$ cat config.mk
export PLATFORM = sky130hd
export DESIGN_NAME = hash_split
export DESIGN_NICKNAME = d
export VERILOG_FILES = /design/src/rtl/phj_pkg.sv /design/src/rtl/tuple_fifo.sv /design/src/rtl/hash_split.sv
export SDC_FILE = /design/constraint.sdc
export NUM_CORES = 1
export LEC_CHECK = 0
export CORE_MARGIN = 1.5
export CORE_UTILIZATION = 40
export CTS_CLUSTER_DIAMETER = 40
export DETAILED_ROUTE_END_ITERATION = 12
export PLACE_DENSITY = 0.67
export SKIP_LAST_GASP = 1
export SYNTH_ARGS = -nofsm -noshare
export SYNTH_HDL_FRONTEND = slang
export SYNTH_SLANG_ARGS = --single-unit
$ cat constraint.sdc
create_clock -name clk -period 78.1 [get_ports clk]
set_input_delay 15.62 -clock clk [delete_from_list [all_inputs] [get_ports clk]]
set_output_delay 15.62 -clock clk [all_outputs]
set_load 0.05 [all_outputs]
$ cat src/rtl/phj_pkg.sv
// Shared types for the partitioned hash join datapath: tuple layout and
// splitter state encoding.
package phj_pkg;

   localparam int unsigned DATA_W   = 64;
   localparam int unsigned TAG_W    = 32;
   localparam int unsigned SERIAL_W = 64;
   localparam int unsigned TUPLE_W  = DATA_W + TAG_W + SERIAL_W + 1;

   typedef struct packed {
      logic [DATA_W-1:0]   data;
      logic [TAG_W-1:0]    tag;
      logic [SERIAL_W-1:0] serialnum;
      logic                was_joined;
   } tuple_t;

   typedef enum logic [1:0] {
      Init,
      Work,
      Drain,
      Done
   } SplitState;

endpackage

$ cat src/rtl/tuple_fifo.sv
// Small register-based FIFO whose head entry drives the output directly, so a
// pushed entry is visible the cycle after the push with no bubble.
module tuple_fifo #(
   parameter int unsigned WIDTH = 8,
   parameter int unsigned DEPTH = 2
) (
   input  logic             clk,
   input  logic             reset,
   input  logic             push,
   input  logic [WIDTH-1:0] push_data,
   input  logic             pop,
   output logic             full,
   output logic             empty,
   output logic             head_valid,
   output logic [WIDTH-1:0] head
);

   localparam int unsigned AW = (DEPTH > 1) ? $clog2(DEPTH) : 1;

   logic [WIDTH-1:0] mem [DEPTH];
   logic [AW-1:0]    wr_ptr;
   logic [AW-1:0]    rd_ptr;
   logic [AW:0]      count;
   logic             do_push;
   logic             do_pop;

   assign full       = (count == (AW+1)'(DEPTH));
   assign empty      = (count == '0);
   assign do_pop     = pop & ~empty;
   // A pop frees the slot this cycle, so a push into a full FIFO is legal then.
   assign do_push    = push & (~full | do_pop);
   assign head_valid = ~empty;
   assign head       = mem[rd_ptr];

   always_ff @(posedge clk or posedge reset) begin
      if (reset) begin
         wr_ptr <= '0;
         rd_ptr <= '0;
         count  <= '0;
         for (int unsigned i = 0; i < DEPTH; i++) begin
            mem[i] <= '0;
         end
      end else begin
         if (do_push) begin
            mem[wr_ptr] <= push_data;
            wr_ptr      <= wr_ptr + AW'(1);
         end
         if (do_pop) begin
            rd_ptr <= rd_ptr + AW'(1);
         end
         case ({do_push, do_pop})
            2'b10:   count <= count + (AW+1)'(1);
            2'b01:   count <= count - (AW+1)'(1);
            default: count <= count;
         endcase
      end
   end

endmodule

$ cat src/rtl/hash_split.sv
// Routes each input tuple to one of two output FIFOs by a single hash-tag bit and
// forwards end-of-stream to both branches once everything has drained.
module hash_split
   import phj_pkg::*;
#(
   parameter int unsigned INPUT_SIZE   = 64,
   parameter int unsigned DECISION_BIT = 0,
   parameter int unsigned DEPTH        = 2
) (
   input  logic                       clk,
   input  logic                       reset,
   output logic                       in_ready,
   input  logic [INPUT_SIZE-1:0]      in_data,
   input  logic [TAG_W-1:0]           in_tag,
   input  logic                       in_valid,
   input  logic [SERIAL_W-1:0]        in_serialnum,
   input  logic                       in_was_joined,
   input  logic                       in_last_processed,
   input  logic [1:0]                 ready_4_output,
   output logic [1:0][INPUT_SIZE-1:0] out_data,
   output logic [1:0][TAG_W-1:0]      out_tag,
   output logic [1:0]                 out_valid,
   output logic [1:0][SERIAL_W-1:0]   out_serialnum,
   output logic [1:0]                 out_was_joined,
   output logic [1:0]                 out_last_processed,
   output logic [1:0][31:0]           out_count
);

   localparam int unsigned FIFO_W = INPUT_SIZE + TAG_W + SERIAL_W + 1;

   SplitState              state;
   logic [1:0]             full;
   logic [1:0]             empty;
   logic [1:0]             push;
   logic [1:0]             pop;
   logic [1:0][FIFO_W-1:0] head;
   logic [FIFO_W-1:0]      in_tuple;
   logic                   accept;
   logic                   dest;

   // Readiness looks only at registered flags so it never depends on the tag.
   assign in_ready = (state == Work) & ~full[0] & ~full[1];
   assign accept   = in_valid & in_ready;
   assign dest     = in_tag[DECISION_BIT];
   assign in_tuple = {in_data, in_tag, in_serialnum, in_was_joined};

   for (genvar k = 0; k < 2; k++) begin : g_out
      assign push[k] = accept & (dest == 1'(k));
      assign pop[k]  = out_valid[k] & ready_4_output[k];
      assign {out_data[k], out_tag[k], out_serialnum[k], out_was_joined[k]} = head[k];

      tuple_fifo #(
         .WIDTH (FIFO_W),
         .DEPTH (DEPTH)
      ) u_fifo (
         .clk        (clk),
         .reset      (reset),
         .push       (push[k]),
         .push_data  (in_tuple),
         .pop        (pop[k]),
         .full       (full[k]),
         .empty      (empty[k]),
         .head_valid (out_valid[k]),
         .head       (head[k])
      );
   end

   always_ff @(posedge clk or posedge reset) begin
      if (reset) begin
         out_count <= '0;
      end else begin
         for (int k = 0; k < 2; k++) begin
            if (pop[k]) begin
               out_count[k] <= out_count[k] + 32'd1;
            end
         end
      end
   end

   always_ff @(posedge clk or posedge reset) begin
      if (reset) begin
         state              <= Init;
         out_last_processed <= 2'b00;
      end else begin
         unique case (state)
            Init: state <= Work;
            Work: begin
               if (in_last_processed && !in_valid) begin
                  state <= Drain;
               end
            end
            Drain: begin
               if (&empty) begin
                  state              <= Done;
                  out_last_processed <= 2'b11;
               end
            end
            Done: state <= Done;
            default: state <= Init;
         endcase
      end
   end

endmodule

After elaboration in Yosys (flattened, before gate mapping)
Index checks and enable logic that the tools add are counted.

word-level totals
  flip-flop bits (word level) = 719
  input port bits = 167
  word-level logic and storage cells = 92

cells by class
  $add $sub $neg = 10
  $lt $le $gt $ge = 6
  mux-type cells = 17
  eq/ne operators = 11
  bitwise logic cells = 22
  reductions and logical operators = 12

operators by type and width
  operator                                                                      count
  161-bit 2-to-1 mux                                                            8
  322-bit bitwise mux                                                           2
  161-bit demux with 1-bit select                                               2
  32-bit by 1-bit adder with 32-bit output, second input constant               2
  2-bit equality test, second input constant                                    6
  1-bit bitwise AND                                                             11
  2-bit >= comparator, second input constant                                    4
  1-bit inverter with 2-bit output                                              4
  2-bit case mux with 2 select lines                                            2
  2-bit case mux with 4 select lines                                            1
  2-bit by 1-bit equality test with 1-bit output, second input constant         3
  2-bit logical NOT                                                             3
  1-bit inverter                                                                5
  1-bit adder, second input constant                                            4
  2-bit by 1-bit adder with 2-bit output, second input constant                 2
  2-bit by 1-bit less-than comparator with 1-bit output, second input constant  2
  2-bit 2-to-1 mux                                                              2
  2-bit AND reduction                                                           2
  2-bit nonzero test                                                            2
  2-bit by 1-bit subtractor with 2-bit output, second input constant            2
  1-bit logical AND                                                             3
  3-bit AND reduction                                                           1
  2-bit by 1-bit != test with 1-bit output, second input constant               1
  2-bit != test, second input constant                                          1
  other kinds (2)                                                               3

Longest topological paths before layout
Gate-level depths: netlist of run 1.

  depth after elaboration = 9
  gate-level depth with buffers = 8
  mapped depth without buffers = 6

Cells and area by module
From an unflattened synthesis of run 1, not the netlist that was laid out.

unflattened totals
  cells, all modules = 2,030
  area total of the unflattened synthesis = 32,192.1 µm²

by module, submodules not included
  module                         area each (µm²)  seq. area each (µm²)  cells an instance  times used
  tuple_fifo at g_out[1].u_fifo  14,789.2         8,157.8               885                1
  tuple_fifo at g_out[0].u_fifo  14,395.1         8,157.8               879                1
  hash_split                     3,007.9          1,676.6               266                1

Worst setup path before layout of run 1
No wires, ideal clock.

  path type = reg2out
  from = reg g_out[0].u_fifo.rd_ptr
  to = out out_data[0] (netlist bit)
  data arrival time = 1,676 ps
  data required time = 62,480 ps
  stages on the path, launching flop included = 5
  path slack = 60,804 ps
  cells stage by stage = dfrtp_1 > clkbuf_1 > clkbuf_1 > clkbuf_1 > mux2_2

RTL lines
  element                 line              text
  from (decl)             tuple_fifo.sv:22  logic [AW-1:0] rd_ptr;
  from (signal assigned)  tuple_fifo.sv:49  rd_ptr <= rd_ptr + AW'(1);
  to (decl)               hash_split.sv:20  output logic [1:0][INPUT_SIZE-1:0] out_data,

==> flow_summary.json, run 1 <==
{
  "crit_path_start_kind": "flop",
  "critPathBufInv": 2,
  "synth_compound_area_frac": 0.00161,
  "power.switching_w": 0.000696,
  "synth_top_area_share": 0.577,
  "final_area_sq_um": 41600,
  "routed_wl_mm": 81.1,
  "hold_path.startpoint": "g_out[1].u_fifo.mem[226]",
  "initial_core_util": 0.403,
  "grt_usage": 0.202,
  "power.density_cell_area_nw_per_um2": 43.2,
  "drc_violations_left": 0,
  "clock-root-buffer": "sky130_fd_sc_hd__clkbuf_16",
  "drt.antenna.violating_nets": 0,
  "synth_simple_gate_area_share": 0.0277,
  "outcome": "completed",
  "p_leak_nw": 19.1,
  "peakVddDrop_uv": 30.7,
  "synth_top_area_cell": "sky130_fd_sc_hd__dfrtp_1",
  "worst_r2r_startpoint": "g_out[0].u_fifo.count[1]",
  "rows": 102,
  "syn2layout_area_growth_pct": 33.5,
  "slowest_delay_ps": 1040,
  "achievable-frequency_ghz": 0.0514,
  "post_route_cells_drive_above_1_share": 0.372,
  "timing.max_slew.rel_slack": 0.273,
  "cell_with_the_biggest_individual_delay_on_the_critical_path": "sky130_fd_sc_hd__dfrtp_4",
  "grt-ovfl-total": 0,
  "nNetsFinal": 2788,
  "post_dp_cell_area_sq_um": 37600,
  "worst_slew_pin_slew_ps": 1090,
  "yosys.cell_types.count": 39,
  "grt_antenna_before_repair": 9,
  "yosysSeqAreaShare": 0.577,
  "holdCritPathClass": "reg2reg",
  "worstPathRequired_ps": 62480,
  "fin_setup_tns_ps": 0,
  "cts-buffers-inserted": 112,
  "synth_area_sq_um": 31200,
  "grt_first_pass_wirelength_mm": 125,
  "yosys.area_share.adder": 0.00161,
  "finish.utilization": 0.538,
  "reg2reg_slack_ps": 74430,
  "ctsHoldBuffers": 0,
  "power.switching_fraction": 0.387,
  "synthesis.yosys.warnings": 0,
  "maximum_capacitance_violations": 0,
  "clkSinkCount": 719,
  "grt_start_max_net_pins": 187,
  "worstPathCellList": "buf_4 > mux2_2 > clkdlybuf4s50_1",
  "clock-skew-final_ps": 35.6,
  "cell_internal_pwr_w": 0.00110,
  "chipHeight_um": 282,
  "cts_tree": "built",
  "p_seq_frac": 0.303,
  "max-clock-path-buffers": 3,
  "clock_slew_seen_by_the_registers_of_the_worst_setup_and_hold_paths_ps": 50,
  "worst_setup_path_endpoint": "out_data[54]",
  "synth_mux_area_frac": 0.348,
  "dr_total_vias": 19000,
  "detail_route.iter0.violations": 690,
  "post_cts_resize_count": 0,
  "timing.critical_path.depth": 3,
  "gp_routability_congestion": 0.837,
  "worst_setup_path_end_kind": "output pin",
  "synth.net_count": 2212,
  "type_of_the_setup_path_with_the_least_slack": "reg2out",
  "timing.final.max_slew_violations": 0,
  "area_of_the_die_sq_um": 79600,
  "rsz0062_at_grt": "false",
  "hold_ws_ps": 461,
  "post_synth.cell_area_avg_sq_um": 15.3,
  "period_minus_slack_ps": 19460,
  "post-cts-setup-buffer-count": 0,
  "min_period_over_period": 0.249,
  "grt_pass1_vias": 21200,
  "clockPowerShare": 0.287,
  "critical_path_arrival_ps": 3840,
  "r2r-end": "g_out[0].u_fifo.mem[312]",
  "startpoint": "g_out[0].u_fifo.rd_ptr",
  "clk-insertion-delay-late_ps": 650,
  "routedWlPerCell_um": 21.5,
  "dp_hpwl_mm": 52.1,
  "detail_route.first_pass.iterations": 4,
  "finalHoldViolations": 0,
  "synth_xor_xnor_area_share": 0.0202,
  "numPortBuffers": 557,
  "ys_seq_elements": 719,
  "design.core.area_sq_um": 77300,
  "synth_top_family_by_area": "multiplexers",
  "yosys-top-cells-area": "sky130_fd_sc_hd__dfrtp_1, sky130_fd_sc_hd__mux2_2, sky130_fd_sc_hd__mux2_1, sky130_fd_sc_hd__xnor2_1, sky130_fd_sc_hd__xor2_1",
  "finalSetupViolations": 0,
  "synthCells": 2041,
  "cts.htree.levels": 3,
  "worst_path_dominant_cell_family": "buffers and inverters",
  "pin_count": 558,
  "die_x_um": 282,
  "worst-r2r-cell-count": 5,
  "drt-vias-per-instance": 5.05,
  "comb_power_share": 0.410,
  "critical_path_peak_fanout": 60
}
## power groups by stage
stage | clock [W] | combinational (W) | sequential (W)
6_report | 0.000516 | 0.000738 | 0.000544
5_1_grt | 0.000546 | 0.000768 | 0.000560
4_1_cts | 0.000528 | 0.000745 | 0.000546
3_5_place_dp | 0 | 0.000741 | 0.000551
3_3_place_gp | 0 | 0.000735 | 0.000542
2_1_floorplan | 0 | 0.000516 | 0.000531
## cell usage after synthesis, drive strengths merged
library cell / count
mux2: 963
dfrtp: 719
buf: 61
clkbuf: 56
xnor2: 45
nand2: 27
xor2: 27
nand4: 23
nand3: 21
nor2: 18
nor3: 14
inv: 10
nor4: 8
or4: 7
and3: 6
nand2b: 5
and4: 4
ha: 4
or2: 4
nor2b: 3
nor4b: 3
and2: 2
o211ai: 2
o21ai: 2
or3: 2
nand3b: 1
nand4b: 1
o2111ai: 1
o22a: 1
o31ai: 1
## worst register-to-register path, cell delays in order (launching register included)
cell                      delay (ps)
sky130_fd_sc_hd__dfrtp_1         450
sky130_fd_sc_hd__nor2b_1         200
sky130_fd_sc_hd__or4_1           670
sky130_fd_sc_hd__nor2_8          870
sky130_fd_sc_hd__buf_4           880
sky130_fd_sc_hd__mux2_2          480
## stage by stage
step	worst slack, ps	power [W]	instances
2_1_floorplan	42310	0.00105	2041
3_3_place_gp	58550	0.00128	3543
3_5_place_dp	58380	0.00129	3543
4_1_cts	58530	0.00182	3750
5_1_grt	58470	0.00187	3756
6_report	58640	0.00180	3765
## per-layer routing
layer  wire length (um)  GRT usage  vias up  part of all wire
met4               2630     0.0840        2             0.032
li1                   -          -     8514                 -
met1              31500      0.235     9898              0.39
met2              41400      0.350      460              0.51
met3               5510     0.0588      142             0.068
met5                 13          0        -           0.00016
## sequential cells by signal, summed over array words and instances (netlist names)
name / count
g_out.u_fifo.rd_ptr: 2
out_last_processed: 1
g_out.u_fifo.count: 4
out_count: 64
state: 2
g_out.u_fifo.mem: 644
g_out.u_fifo.wr_ptr: 2
## how the worst min path moves through the flow
stage | to | slack (ps) | cells past startpoint
after floorplan | g_out[1].u_fifo.mem[65] | 430 | 1
after global placement | g_out[1].u_fifo.mem[65] | 440 | 1
after detailed placement | g_out[1].u_fifo.mem[226] | 460 | 1
after CTS | g_out[1].u_fifo.mem[226] | 470 | 1
after global routing | g_out[1].u_fifo.mem[65] | 490 | 1
final | g_out[1].u_fifo.mem[226] | 460 | 1
## layout by cell type, fill, tap and decap left out, types with 18 or more instances in the layout
cell type                         count
sky130_fd_sc_hd__dfrtp_1            717
sky130_fd_sc_hd__nand4_1             22
sky130_fd_sc_hd__clkdlybuf4s50_1    557
sky130_fd_sc_hd__mux2_2             785
sky130_fd_sc_hd__xor2_1              27
sky130_fd_sc_hd__mux2_1             178
sky130_fd_sc_hd__xnor2_1             45
sky130_fd_sc_hd__clkbuf_8            20
sky130_fd_sc_hd__buf_4               19
sky130_fd_sc_hd__clkbuf_16          114
sky130_fd_sc_hd__nand3_1             21
sky130_fd_sc_hd__nand2_1             27
sky130_fd_sc_hd__clkbuf_1            18
## kinds of logic after synthesis
kind of cell	count (synthesis)
AND/OR/NAND/NOR	149
adder cells (fa/ha/maj)	4
XOR/XNOR	72
AO/OA/AOI/OAI	7
buffers and inverters	127
flip-flops	719
multiplexers	963
## layout make-up
| class | count | area, sq um |
|---|---|---|
| antenna | 15 | 37.5 |
| clock buffer | 152 | 3200 |
| clock inverter | 55 | 798 |
| fill | 6299 | 35700 |
| inverter | 10 | 45.0 |
| multi-input combinational | 1195 | 12400 |
| sequential | 719 | 18000 |
| tap | 1040 | 1300 |
| timing repair buffer | 579 | 5780 |
Note: power is estimated with default switching activity, not from simulation.
==> run 2: changes to the inputs <==
--- a/config.mk
+++ b/config.mk
@@ -9,7 +9,7 @@
 export CORE_UTILIZATION = 40
 export CTS_CLUSTER_DIAMETER = 40
 export DETAILED_ROUTE_END_ITERATION = 12
-export PLACE_DENSITY = 0.67
+export PLACE_DENSITY = 0.7
 export SKIP_LAST_GASP = 1
 export SYNTH_ARGS = -nofsm -noshare
 export SYNTH_HDL_FRONTEND = slang
==> constraint.sdc (replaced) <==
create_clock -name clk -period 15.8 [get_ports clk]
set_input_delay 3.16 -clock clk [delete_from_list [all_inputs] [get_ports clk]]
set_output_delay 3.16 -clock clk [all_outputs]
set_load 0.05 [all_outputs]
==> flow_summary.json, run 2 (same netlist as run 1, synthesis figures left out) <==
{
  "grt_antenna_before_repair": 9,
  "hold_path.startpoint": "g_out[1].u_fifo.mem[226]",
  "gr-max-usage-layer": "met2",
  "crit_path_start_kind": "flop",
  "min_period_over_period": 0.441,
  "post_route_cells_drive_above_1_share": 0.377,
  "clock-root-buffer": "sky130_fd_sc_hd__clkbuf_16",
  "worstPathRequired_ps": 12640,
  "worst_setup_path_end_kind": "output pin",
  "layout.filler_cells": 6266,
  "design.core.area_sq_um": 77300,
  "routedWlPerCell_um": 21.3,
  "numPortBuffers": 557,
  "detail_route.iter0.violations": 754,
  "routed_wl_mm": 80.3,
  "power.density_cell_area_nw_per_um2": 216,
  "period_minus_slack_ps": 6970,
  "chipHeight_um": 282,
  "clkSinkCount": 719,
  "post_dp_cell_area_sq_um": 37600,
  "initial_core_util": 0.403,
  "drt-vias-per-instance": 5.06,
  "peakVddDrop_uv": 128,
  "achievable-frequency_ghz": 0.143,
  "post-cts-setup-buffer-count": 0,
  "global_route.usage.met2": 0.343,
  "layout.cells.most_common_list": "sky130_fd_sc_hd__mux2_2, sky130_fd_sc_hd__dfrtp_1, sky130_fd_sc_hd__clkdlybuf4s50_1",
  "cts_tree": "built",
  "worst_r2r_startpoint": "g_out[0].u_fifo.count[1]",
  "worst-r2r-cell-count": 6,
  "grt.met1_usage": 0.228,
  "clk-insertion-delay-late_ps": 660,
  "grt_start_max_net_pins": 187,
  "clock-skew-final_ps": 25.7,
  "clock_slew_seen_by_the_registers_of_the_worst_setup_and_hold_paths_ps": 50,
  "nNetsFinal": 2791,
  "p_leak_nw": 19.3,
  "timing.final.max_slew_violations": 0,
  "grt-ovfl-total": 0,
  "final_area_sq_um": 41900,
  "drt.antenna.violating_nets": 0,
  "rsz0062_at_grt": "false",
  "die_x_um": 282,
  "detailedPlace.worstSlack_ps": 9000,
  "timing.max_slew.rel_slack": 0.249,
  "global_route.usage.met3": 0.0595,
  "fin_setup_tns_ps": 0,
  "whs_path_depth": 1,
  "holdCritPathClass": "reg2reg",
  "rows": 102,
  "grt_usage": 0.199,
  "critical_path_arrival_ps": 3810,
  "syn2layout_area_growth_pct": 34.3,
  "r2r-end": "g_out[0].u_fifo.mem[320]",
  "gp_routability_congestion": 0.833,
  "worst_slew_pin_slew_ps": 1130,
  "finalHoldViolations": 0,
  "grt_first_pass_wirelength_mm": 123,
  "dr_total_vias": 19100,
  "critical_path_peak_fanout": 61,
  "finalSetupViolations": 0,
  "pin_count": 558,
  "post_cts_resize_count": 0,
  "min_delay_worst_endpoint": "g_out[1].u_fifo.mem[226]",
  "fin_ws_ps": 8830,
  "cts.htree.levels": 3,
  "most_common_cell_after_layout_fill_and_taps_aside": "sky130_fd_sc_hd__mux2_2",
  "dp_hpwl_mm": 51.7,
  "area_of_the_die_sq_um": 79600,
  "detail_route.first_pass.iterations": 5,
  "cts-buffers-inserted": 116,
  "type_of_the_setup_path_with_the_least_slack": "reg2out",
  "top_regs": "g_out.u_fifo.mem: 644 flops, out_count: 64 flops, g_out.u_fifo.count: 4 flops",
  "maximum_capacitance_violations": 0,
  "reg2reg_slack_ps": 12100,
  "hold_ws_ps": 463,
  "ctsHoldBuffers": 0,
  "largest_register_ff_count": 644,
  "max_flop_register": "g_out.u_fifo.mem",
  "max-clock-path-buffers": 3,
  "grt_pass1_vias": 21000,
  "drc_violations_left": 0,
  "outcome": "completed"
}
[run 2: cell types whose count changed in the layout (fill, tap and decap cells not counted), moves of 4 or more]
| cell | change |
|---|---|
| sky130_fd_sc_hd__clkbuf_1 | -5 |
| sky130_fd_sc_hd__clkinv_2 | +6 |
| sky130_fd_sc_hd__diode_2 | -6 |
| sky130_fd_sc_hd__clkbuf_16 | +4 |
| sky130_fd_sc_hd__bufinv_16 | +7 |
| sky130_fd_sc_hd__inv_8 | -5 |
| sky130_fd_sc_hd__clkbuf_8 | -7 |
| sky130_fd_sc_hd__inv_6 | +9 |
[run 2: metrics by stage]
stage	utilization	cells	power, W
after floorplan	-	2041	0.00518
after global routing	0.541	3768	0.00941
after detailed placement	0.486	3542	0.00638
after CTS	0.541	3761	0.00914
after global placement	0.486	3542	0.00630
final	0.541	3770	0.00904
[run 2: worst max path at each step]
stage	cells after the start	slack, ps	to	startpoint
floorplan	1	2790	g_out[0].u_fifo.count[0]	reset
global placement	7	9000	g_out[0].u_fifo.mem[320]	in_tag[0]
detailed placement	7	9000	g_out[0].u_fifo.mem[320]	in_tag[0]
CTS	3	8730	out_tag[30]	g_out[0].u_fifo.rd_ptr
global route	3	8700	out_data[31]	g_out[0].u_fifo.rd_ptr
finish	3	8830	out_serialnum[86]	g_out[1].u_fifo.rd_ptr
[run 2: layer usage]
metal  wire length [um]  part of all wire  up-vias
li1                   -                 -     8534
met1              31100              0.39     9854
met2              40900              0.51      508
met3               5180             0.065      161
met4               3150             0.039        2
met5                 13           0.00016        -
[run 2: power by group]
group          switching (W)  internal [W]  total [W]
sequential          0.000332       0.00236    0.00269
clock               0.000928       0.00178    0.00271
combinational        0.00221       0.00143    0.00364
[run 2: worst max-delay path: stages (launching register included)]
cell,delay [ps]
sky130_fd_sc_hd__dfrtp_4,950
sky130_fd_sc_hd__buf_4,820
sky130_fd_sc_hd__mux2_2,310
sky130_fd_sc_hd__clkdlybuf4s50_1,900
[run 2: layout make-up]
type	count	area, sq um	area share
Sequential cell	719	18000	0.430
Multi-Input combinational cell	1195	12400	0.297
Timing Repair Buffer	578	5780	0.138
Clock buffer	144	3180	0.0760
Tap cell	1040	1300	0.0311
Clock inverter	75	1090	0.0261
Inverter	10	41.3	0.000986
Antenna cell	9	22.5	0.000538
